### src/rtl/spi_pkg.sv
// Shared definitions for the configurable SPI master.
//   spi_state_e      : transfer sequencer states
//   SPI_MODE0..3     : mode encodings as {cpol, cpha}
package spi_pkg;

    typedef enum logic [1:0] {
        ST_IDLE  = 2'd0,
        ST_SETUP = 2'd1,
        ST_XFER  = 2'd2,
        ST_HOLD  = 2'd3
    } spi_state_e;

    localparam logic [1:0] SPI_MODE0 = 2'b00;
    localparam logic [1:0] SPI_MODE1 = 2'b01;
    localparam logic [1:0] SPI_MODE2 = 2'b10;
    localparam logic [1:0] SPI_MODE3 = 2'b11;

endpackage

### src/rtl/spi_clkgen.sv
// SCLK half-period timebase.
// Counts CLK_DIV system clocks while enabled and raises tick for one cycle
// at the end of each half-period.
//   clk   : system clock
//   rst_n : synchronous reset, active low
//   clr   : restart the half-period from zero (transfer accepted)
//   en    : count enable (transfer in progress)
//   tick  : one-cycle pulse marking the end of a half-period
module spi_clkgen #(
    parameter int CLK_DIV = 2
) (
    input  logic clk,
    input  logic rst_n,
    input  logic clr,
    input  logic en,
    output logic tick
);

    localparam int CW = (CLK_DIV > 1) ? $clog2(CLK_DIV) : 1;
    localparam logic [CW-1:0] CNT_MAX = CW'(CLK_DIV - 1);

    logic [CW-1:0] cnt_q;
    logic [CW-1:0] cnt_d;
    logic          wrap_s;

    assign wrap_s = (cnt_q == CNT_MAX);
    assign tick   = en & wrap_s;

    // Next half-period count: restart, advance/wrap, or hold
    always_comb begin
        cnt_d = cnt_q;
        if (clr) begin
            cnt_d = {CW{1'b0}};
        end else if (en) begin
            cnt_d = wrap_s ? {CW{1'b0}} : (cnt_q + CW'(1));
        end else begin
            cnt_d = cnt_q;
        end
    end

    // Half-period counter register
    always_ff @(posedge clk) begin
        if (!rst_n) begin
            cnt_q <= {CW{1'b0}};
        end else begin
            cnt_q <= cnt_d;
        end
    end

endmodule

### src/rtl/spi_master_cfg.sv
// Configurable SPI master: DATA_W-bit words MSB first, SCLK half-period of
// CLK_DIV clocks, any of the four SPI modes chosen per transfer, NUM_SS
// active-low selects, busy/done handshake.
//   clk, rst_n   : system clock, synchronous active-low reset
//   start        : transfer request, only honoured in IDLE
//   data_out     : word to send
//   ss_sel       : slave index (out-of-range index keeps all selects high)
//   cpol, cpha   : mode for this transfer, latched at start
//   busy, done   : in-progress flag and end-of-transfer pulse
//   data_in      : received word, updated with done
//   SCLK, MOSI   : serial clock and data out
//   MISO         : serial data in
//   SS           : active-low slave selects
module spi_master_cfg
    import spi_pkg::*;
#(
    parameter int DATA_W  = 8,
    parameter int CLK_DIV = 2,
    parameter int NUM_SS  = 1,
    localparam int SEL_W  = (NUM_SS > 1) ? $clog2(NUM_SS) : 1
) (
    input  logic              clk,
    input  logic              rst_n,
    input  logic              start,
    input  logic [DATA_W-1:0] data_out,
    input  logic [SEL_W-1:0]  ss_sel,
    input  logic              cpol,
    input  logic              cpha,
    output logic              busy,
    output logic              done,
    output logic [DATA_W-1:0] data_in,
    output logic              SCLK,
    output logic              MOSI,
    input  logic              MISO,
    output logic [NUM_SS-1:0] SS
);

    localparam int            EW        = $clog2(2 * DATA_W + 1);
    localparam logic [EW-1:0] EDGE_LAST = EW'(2 * DATA_W);

    spi_state_e        state_q, state_d;
    logic [DATA_W-1:0] tx_q, tx_d;
    logic [DATA_W-1:0] rx_q, rx_d;
    logic [DATA_W-1:0] data_in_q, data_in_d;
    logic [NUM_SS-1:0] ss_q, ss_d;
    logic [EW-1:0]     edge_q, edge_d;
    logic              sclk_q, sclk_d;
    logic              mosi_q, mosi_d;
    logic              busy_q, busy_d;
    logic              done_q, done_d;
    logic              cpha_q, cpha_d;

    logic              accept_s;
    logic              tick_s;
    logic [EW-1:0]     edge_nxt_s;
    logic              odd_s;
    logic              last_s;
    logic              sample_s;
    logic              shift_s;

    // Active-low one-hot select; an index beyond NUM_SS selects nobody
    function automatic logic [NUM_SS-1:0] ss_decode(input logic [SEL_W-1:0] sel);
        logic [NUM_SS-1:0] v;
        v = {NUM_SS{1'b1}};
        for (int i = 0; i < NUM_SS; i++) begin
            v[i] = (int'(sel) == i) ? 1'b0 : 1'b1;
        end
        return v;
    endfunction

    assign accept_s = (state_q == ST_IDLE) & start;

    spi_clkgen #(
        .CLK_DIV(CLK_DIV)
    ) u_clkgen (
        .clk  (clk),
        .rst_n(rst_n),
        .clr  (accept_s),
        .en   (state_q != ST_IDLE),
        .tick (tick_s)
    );

    // The tick that ends SETUP already produces SCLK edge 1, so the edge
    // number is always edge_q + 1 while SETUP/XFER tick.
    assign edge_nxt_s = edge_q + EW'(1);
    assign odd_s      = edge_nxt_s[0];
    assign last_s     = (edge_nxt_s == EDGE_LAST);
    // cpha=0: sample on leading (odd) edges, drive on trailing except the last.
    // cpha=1: drive on leading edges, sample on trailing edges.
    assign sample_s   = cpha_q ? ~odd_s : odd_s;
    assign shift_s    = cpha_q ? odd_s : (~odd_s & ~last_s);

    // State register
    always_ff @(posedge clk) begin
        if (!rst_n) begin
            state_q <= ST_IDLE;
        end else begin
            state_q <= state_d;
        end
    end

    // Next-state logic
    always_comb begin
        state_d = state_q;
        case (state_q)
            ST_IDLE:  state_d = start ? ST_SETUP : ST_IDLE;
            ST_SETUP: state_d = tick_s ? ST_XFER : ST_SETUP;
            ST_XFER:  state_d = (tick_s && last_s) ? ST_HOLD : ST_XFER;
            ST_HOLD:  state_d = tick_s ? ST_IDLE : ST_HOLD;
            default:  state_d = ST_IDLE;
        endcase
    end

    // Output and datapath next values
    always_comb begin
        tx_d      = tx_q;
        rx_d      = rx_q;
        data_in_d = data_in_q;
        ss_d      = ss_q;
        edge_d    = edge_q;
        sclk_d    = sclk_q;
        mosi_d    = mosi_q;
        busy_d    = busy_q;
        done_d    = 1'b0;
        cpha_d    = cpha_q;
        case (state_q)
            ST_IDLE: begin
                sclk_d = cpol;
                if (start) begin
                    // For cpha=0 the MSB goes straight onto MOSI, so the
                    // shift register starts one bit ahead.
                    tx_d   = cpha ? data_out : {data_out[DATA_W-2:0], 1'b0};
                    mosi_d = cpha ? 1'b0 : data_out[DATA_W-1];
                    rx_d   = {DATA_W{1'b0}};
                    ss_d   = ss_decode(ss_sel);
                    busy_d = 1'b1;
                    edge_d = {EW{1'b0}};
                    cpha_d = cpha;
                end else begin
                    busy_d = 1'b0;
                end
            end
            ST_SETUP, ST_XFER: begin
                if (tick_s) begin
                    sclk_d = ~sclk_q;
                    edge_d = edge_nxt_s;
                    rx_d   = sample_s ? {rx_q[DATA_W-2:0], MISO} : rx_q;
                    tx_d   = shift_s ? {tx_q[DATA_W-2:0], 1'b0} : tx_q;
                    mosi_d = last_s ? 1'b0 : (shift_s ? tx_q[DATA_W-1] : mosi_q);
                end else begin
                    sclk_d = sclk_q;
                end
            end
            ST_HOLD: begin
                if (tick_s) begin
                    ss_d      = {NUM_SS{1'b1}};
                    busy_d    = 1'b0;
                    done_d    = 1'b1;
                    data_in_d = rx_q;
                    edge_d    = {EW{1'b0}};
                end else begin
                    ss_d = ss_q;
                end
            end
            default: begin
                ss_d   = {NUM_SS{1'b1}};
                busy_d = 1'b0;
                mosi_d = 1'b0;
                edge_d = {EW{1'b0}};
            end
        endcase
    end

    // Datapath and output registers
    always_ff @(posedge clk) begin
        if (!rst_n) begin
            tx_q      <= {DATA_W{1'b0}};
            rx_q      <= {DATA_W{1'b0}};
            data_in_q <= {DATA_W{1'b0}};
            ss_q      <= {NUM_SS{1'b1}};
            edge_q    <= {EW{1'b0}};
            sclk_q    <= 1'b0;
            mosi_q    <= 1'b0;
            busy_q    <= 1'b0;
            done_q    <= 1'b0;
            cpha_q    <= 1'b0;
        end else begin
            tx_q      <= tx_d;
            rx_q      <= rx_d;
            data_in_q <= data_in_d;
            ss_q      <= ss_d;
            edge_q    <= edge_d;
            sclk_q    <= sclk_d;
            mosi_q    <= mosi_d;
            busy_q    <= busy_d;
            done_q    <= done_d;
            cpha_q    <= cpha_d;
        end
    end

    assign busy    = busy_q;
    assign done    = done_q;
    assign data_in = data_in_q;
    assign SCLK    = sclk_q;
    assign MOSI    = mosi_q;
    assign SS      = ss_q;

endmodule

### config.mk
export PLATFORM = sky130hd
export DESIGN_NAME = spi_master_cfg
export DESIGN_NICKNAME = d
export VERILOG_FILES = /design/src/rtl/spi_pkg.sv /design/src/rtl/spi_clkgen.sv /design/src/rtl/spi_master_cfg.sv
export SDC_FILE = /design/constraint.sdc
export NUM_CORES = 1
export LEC_CHECK = 0
export CAP_MARGIN = 20
export CORE_ASPECT_RATIO = 1.5
export CORE_MARGIN = 3
export CORE_UTILIZATION = 55
export CTS_CLUSTER_SIZE = 20
export DETAILED_ROUTE_END_ITERATION = 12
export PLACE_DENSITY = 0.81
export SYNTH_ARGS = -nofsm -noshare
export SYNTH_HDL_FRONTEND = slang
export SYNTH_HIERARCHICAL = 1
export SYNTH_SLANG_ARGS = --single-unit
### constraint.sdc
create_clock -name clk -period 2.9 [get_ports clk]
set_input_delay 0.725 -clock clk [delete_from_list [all_inputs] [get_ports clk]]
set_output_delay 0.725 -clock clk [all_outputs]
set_load 0.01 [all_outputs]
======== After elaboration in Yosys (flattened, before gate mapping) ========
Cells that the tools add are included.
Widths: inputs -> output; s select.
cells by class
  multipliers ............................. 0
  muxes and demuxes ....................... 37
  equality and inequality tests ........... 10
  bitwise logic cells ..................... 7
  shift-type cells ........................ 0
  reductions and logical operators ........ 17
  $lt $le $gt $ge ......................... 0
  div/mod/pow operators ................... 0
  add/subtract/negate cells ............... 2
operators by type and width
  cell                 count
  $mux 8               7
  $pmux 8 s2           2
  $mux 1               17
  $mux 5               3
  $pmux 5 s3           1
  $reduce_and 4->1     3
  $ne 2x2->1 const B   5
  $reduce_and 2->1     5
  $pmux 1 s2           4
  $pmux 2 s4           1
  $reduce_and 3->1     2
  $reduce_bool 2->1    3
  $add 5x1->5 const B  1
  $eq 5x5->1 const B   1
  $eq 2x2->1 const B   2
  $mux 2               2
  $not 1->1            4
  $reduce_or 2->1      2
  $and 1x1->1          3
  $ne 3x3->1 const B   1
  $eq 2x1->1 const B   1
  $logic_not 2->1      1
  $add 1x1->1 const B  1
  $logic_and 1x1->1    1
word-level totals
  latch bits .............................. 0
  input bits .............................. 15
  bits in registers ....................... 38
  memory bits (writable) .................. 0
  memories ................................ 0
  word-level logic and storage cells ...... 85
  memory bits (read-only) ................. 0

======== Logic depth before layout (Yosys ltp) ========
  depth after elaboration ................. 9
  mapped depth ............................ 11
  depth with buffers taken out ............ 8

======== Cells and area by module ========
Netlist, hierarchy kept.
by module, submodules not included
  module          sequential area each (um^2)  instances  cells each  area an instance (um^2)
  spi_master_cfg  740.7                        1          227         1833.0
  spi_clkgen      20.0                         1          4           48.8

======== Worst setup path before layout ========
Ideal clock, no wire load.
  path kind ............................... reg-to-reg
  from .................................... reg state_q[0]
  to ...................................... reg tx_q[0]
  arrival ................................. 1.855 ns
  data required time ...................... 2.828 ns
  path buffers ............................ 3
  cell stages (with the launch flop) ...... 12
  slack ................................... 0.973 ns
  cell sequence ........................... dfxtp_1 -> inv_1 -> ha_1 -> buf_2 -> inv_1 -> and2_2 -> buf_2 -> mux2i_2 -> a311oi_1 -> o21ai_1 -> buf_4 -> mux2i_1
between the ends
  cells in the longest elaborated chain, start to end .. 4
  elaborated cells on any way between the ends .. 12
  classes of those cells .................. eq/ne: 5; mux: 1; bitwise: 1; reduce/logical: 5
ends and longest elaborated chain
  element                            RTL line               source
  start, declared                    spi_master_cfg.sv:41   spi_state_e state_q, state_d;
  start signal, assigned             spi_master_cfg.sv:98   state_q <= state_d;
  $reduce_bool 2->1                  spi_master_cfg.sv:79   .en (state_q != ST_IDLE),
  $and 1x1->1                        spi_clkgen.sv:27       assign tick = en & wrap_s;
  named net tick_s                   spi_master_cfg.sv:54   logic tick_s;
  $ne 2x2->1 (no source line)        -
  $reduce_and 4->1 (no source line)  -
  end signal, assigned               spi_master_cfg.sv:177  tx_q <= {DATA_W{1'b0}};
  end signal, assigned               spi_master_cfg.sv:188  tx_q <= tx_d;
  end, declared                      spi_master_cfg.sv:42   logic [DATA_W-1:0] tx_q, tx_d;
The timed path passes the listed nets, and every way through them passes these cells.
A chain may end at the register's enable or synchronous reset.

======== Worst setup path in the final report ========
  from .................................... reg state_q[0]
  to ...................................... reg rx_q[4]
between the ends
  cells in the longest elaborated chain, start to end .. 4
  elaborated cells on any way between the ends .. 12
  classes of those cells .................. eq/ne: 5; mux: 1; bitwise: 1; reduce/logical: 5
ends and longest elaborated chain
  element                            RTL line               source
  $reduce_bool 2->1                  spi_master_cfg.sv:79
  $and 1x1->1                        spi_clkgen.sv:27
  named net tick_s                   spi_master_cfg.sv:54
  $ne 2x2->1 (no source line)        -
  $reduce_and 4->1 (no source line)  -
  end signal, assigned               spi_master_cfg.sv:178  rx_q <= {DATA_W{1'b0}};
  end signal, assigned               spi_master_cfg.sv:189  rx_q <= rx_d;
  end, declared                      spi_master_cfg.sv:43   logic [DATA_W-1:0] rx_q, rx_d;
The timed path passes the listed nets, and every way through them passes these cells.

==> summary.txt <==
Detailed routing
  – DR DRC count: 0
  – Post-DRT Antenna Nets: 0
  – Routed vias: 1,623
  – Final wirelength: 3910 um
  – DRT iter0 DRCs: 48
  – 1st-pass router iterations: 4
  – Via density: 5.54
  – DR WL/cell: 13.4 um

Power and ir drop
  – Peak supply drop: 373 uV
  – Lkg Pwr: 0.831 nW
  – Power Total: 1.13 mW
  – Pwr/cell area: 504 nW/um2

Timing
  – Tightest Pin Transition: 714 ps
  – Final worst slack: 536 ps
  – Slew HR: 52.4%
  – Minimum clock period: 2360 ps
  – Period utilization: 81.5%
  – Final Hold Viols: 0
  – Total Neg Setup Slack: 0 ps
  – Worst hold slack: 457 ps
  – Final Slew Violations: 0
  – RSZ-0062 raised after global routing: no
  – Highest clock rate: 423 MHz
  – Final setup fails: 0
  – Skew final: 5.16 ps

Critical path
  – Startpoint types: register
  – Crit-path slowest cell: a211oi_4
  – Crit path max fanout: 17
  – Critical Path AT: 2510 ps
  – CP dominant cell by count: inv_1
  – CP endpoint kind: register
  – CP max stage delay: 510 ps
  – Crit path kind: register to register
  – Worst-path cell chain: inv_1, ha_1, inv_1, and2_2, mux2i_2, a211oi_4, nand2b_1, a21oi_1
  – Critical path required time: 3040 ps

Layout
  – Layout cell share with drive strength beyond 1: 5.53%
  – Synthesis-to-layout area growth: 19.5%
  – Most common cell after layout, fill and taps aside: nand2_1
  – Most frequent cells in the layout: nand2_1, dfxtp_1, clkdlybuf4s50_1
  – Nets: 272
  – Antenna cells: 0

Floorplan
  – # rows: 25
  – Ports: 28
  – Placeable Area: 3220 um2
  – DIE AREA: 4170 um2
  – Die width: 53.8 um
  – Die extent in y: 77.6 um
  – Initial Utilization: 58.4%

Global routing
  – First-pass GRT wire length: 6610 um
  – GR Overflow Total: 0
  – Tot GR Track Use: 21.2%
  – Largest net degree at the start of global routing: 27
  – Vias in the first global route: 1,515
  – Initial antenna violation count: 0

Logic synthesis
  – Synth warnings: 6
  – Register area share after synthesis: 40.4%
  – Post-synth EDFFs: 0
  – Flop and latch count out of synthesis: 38
  – Synth Flop Type: dfxtp_1
  – Syn avg cell area: 8.15 um2
  – Mapped Area: 1880 um2
  – Ys async rst share: 0%
  – Mapped Nets: 251
  – Synthesized instance count: 231
  – Library cells used by synthesis: 39

Clock network
  – Reg clk slew, reported paths: 70 ps
  – Clock Latency Late Sink: 290 ps
  – # Post-CTS Setup Buffers: 0
  – CTS tree: built
  – Post-CTS sizing: 0
  – Hold-fix buffers, CTS: 0
  – Root buffer cell: clkbuf_8
  – CTS Buf Count: 5
  – H-tree depth: 2
  – CTS max path bufs: 2
  – Clock Sinks: 38

Placed design
  – Dpl ws: 588 ps
  – Dpl hpwl: 2770 um
  – GP Congestion: 0.827
  – Port bufs: 27

Job
  – Max-Cap Viols: 0

Min path
  – Hold Crit Class: register to register

Status
  – Status: finished clean
[critical path: cells and delay by family, from the launching register on]
family / cells / cell delay (ps)
compound gates: 2 / 570
simple gates: 2 / 540
buf+inv: 2 / 230
mux: 1 / 190
fa+ha+maj: 1 / 320
flops: 1 / 370
[area by class of cell]
class | instances | area [um2]
multi-input combinational | 171 | 1020
inverter | 6 | 22.5
sequential | 38 | 761
timing repair buffer | 30 | 293
clock inverter | 1 | 30.0
clock buffer | 7 | 76.3
tap | 40 | 50.0
fill | 269 | 972
[cell families (layout without fill, tap and decap cells)]
group / count (synthesis) / after routing / share of synthesized area [%]
simple gates: 97 / 97 / 25.2
compound gates: 51 / 51 / 15.9
flops: 38 / 38 / 40.4
buf+inv: 22 / 44 / 5.52
mux: 16 / 16 / 8.71
fa+ha+maj: 5 / 5 / 3.32
xor+xnor: 2 / 2 / 0.931
[report_power, final]
part           internal (mW)  total [mW]  leakage [nW]  switching, mW
Sequential             0.539       0.549         0.308         0.0106
Combinational         0.0713       0.151         0.470         0.0795
Clock                  0.257       0.433        0.0524          0.176
[synth_stat cells, drive strengths merged, types with 2 or more instances]
master / n / area share, %
a21oi: 25 / 6.6
ha: 5 / 3.3
o21ai: 14 / 3.7
buf: 8 / 2.7
a31oi: 2 / 0.66
clkbuf: 8 / 1.6
mux2i: 16 / 8.7
nor2: 8 / 1.6
nor3: 5 / 1.3
nor3b: 2 / 1.1
inv: 6 / 1.2
nand2b: 13 / 4.3
dfxtp: 38 / 40
a211oi: 2 / 1.5
nand3: 20 / 5.3
nor2b: 3 / 1.1
nand2: 41 / 8.2
[path summary, 6_finish.rpt]
path	startpoint	end	slack, ps	cells past startpoint
hold / removal	data_in[1]	data_in[1]	460	2
setup / recovery	state_q[0]	rx_q[4]	540	8
setup reg to reg	state_q[0]	rx_q[4]	540	8
hold reg to reg	data_in[1]	data_in[1]	460	2
[layer usage]
| metal | up-vias | part of all wire (%) | track usage (%) |
|---|---|---|---|
| met5 | - | 0 | 0 |
| met4 | 0 | 1.6 | 7.93 |
| met3 | 9 | 5.2 | 6.33 |
| met2 | 36 | 52 | 36.2 |
| met1 | 742 | 42 | 23.6 |
| li1 | 836 | - | - |
[registers in the layout (all words and copies together), names as in the netlist, 2 cells and up]
| signal | count |
|---|---|
| data_in | 8 |
| rx_q | 8 |
| tx_q | 8 |
| edge_q | 5 |
| state_q | 2 |
[metrics by stage]
step                std cells  instance area, um2  util [%]
finish                    293                2250      69.8
global route              293                2250      69.8
CTS                       293                2250      69.8
detailed placement        285                2140      66.5
global placement          285                2140      66.5
floorplan                 231                1880         -
Note: power is estimated with default switching activity, not from simulation.
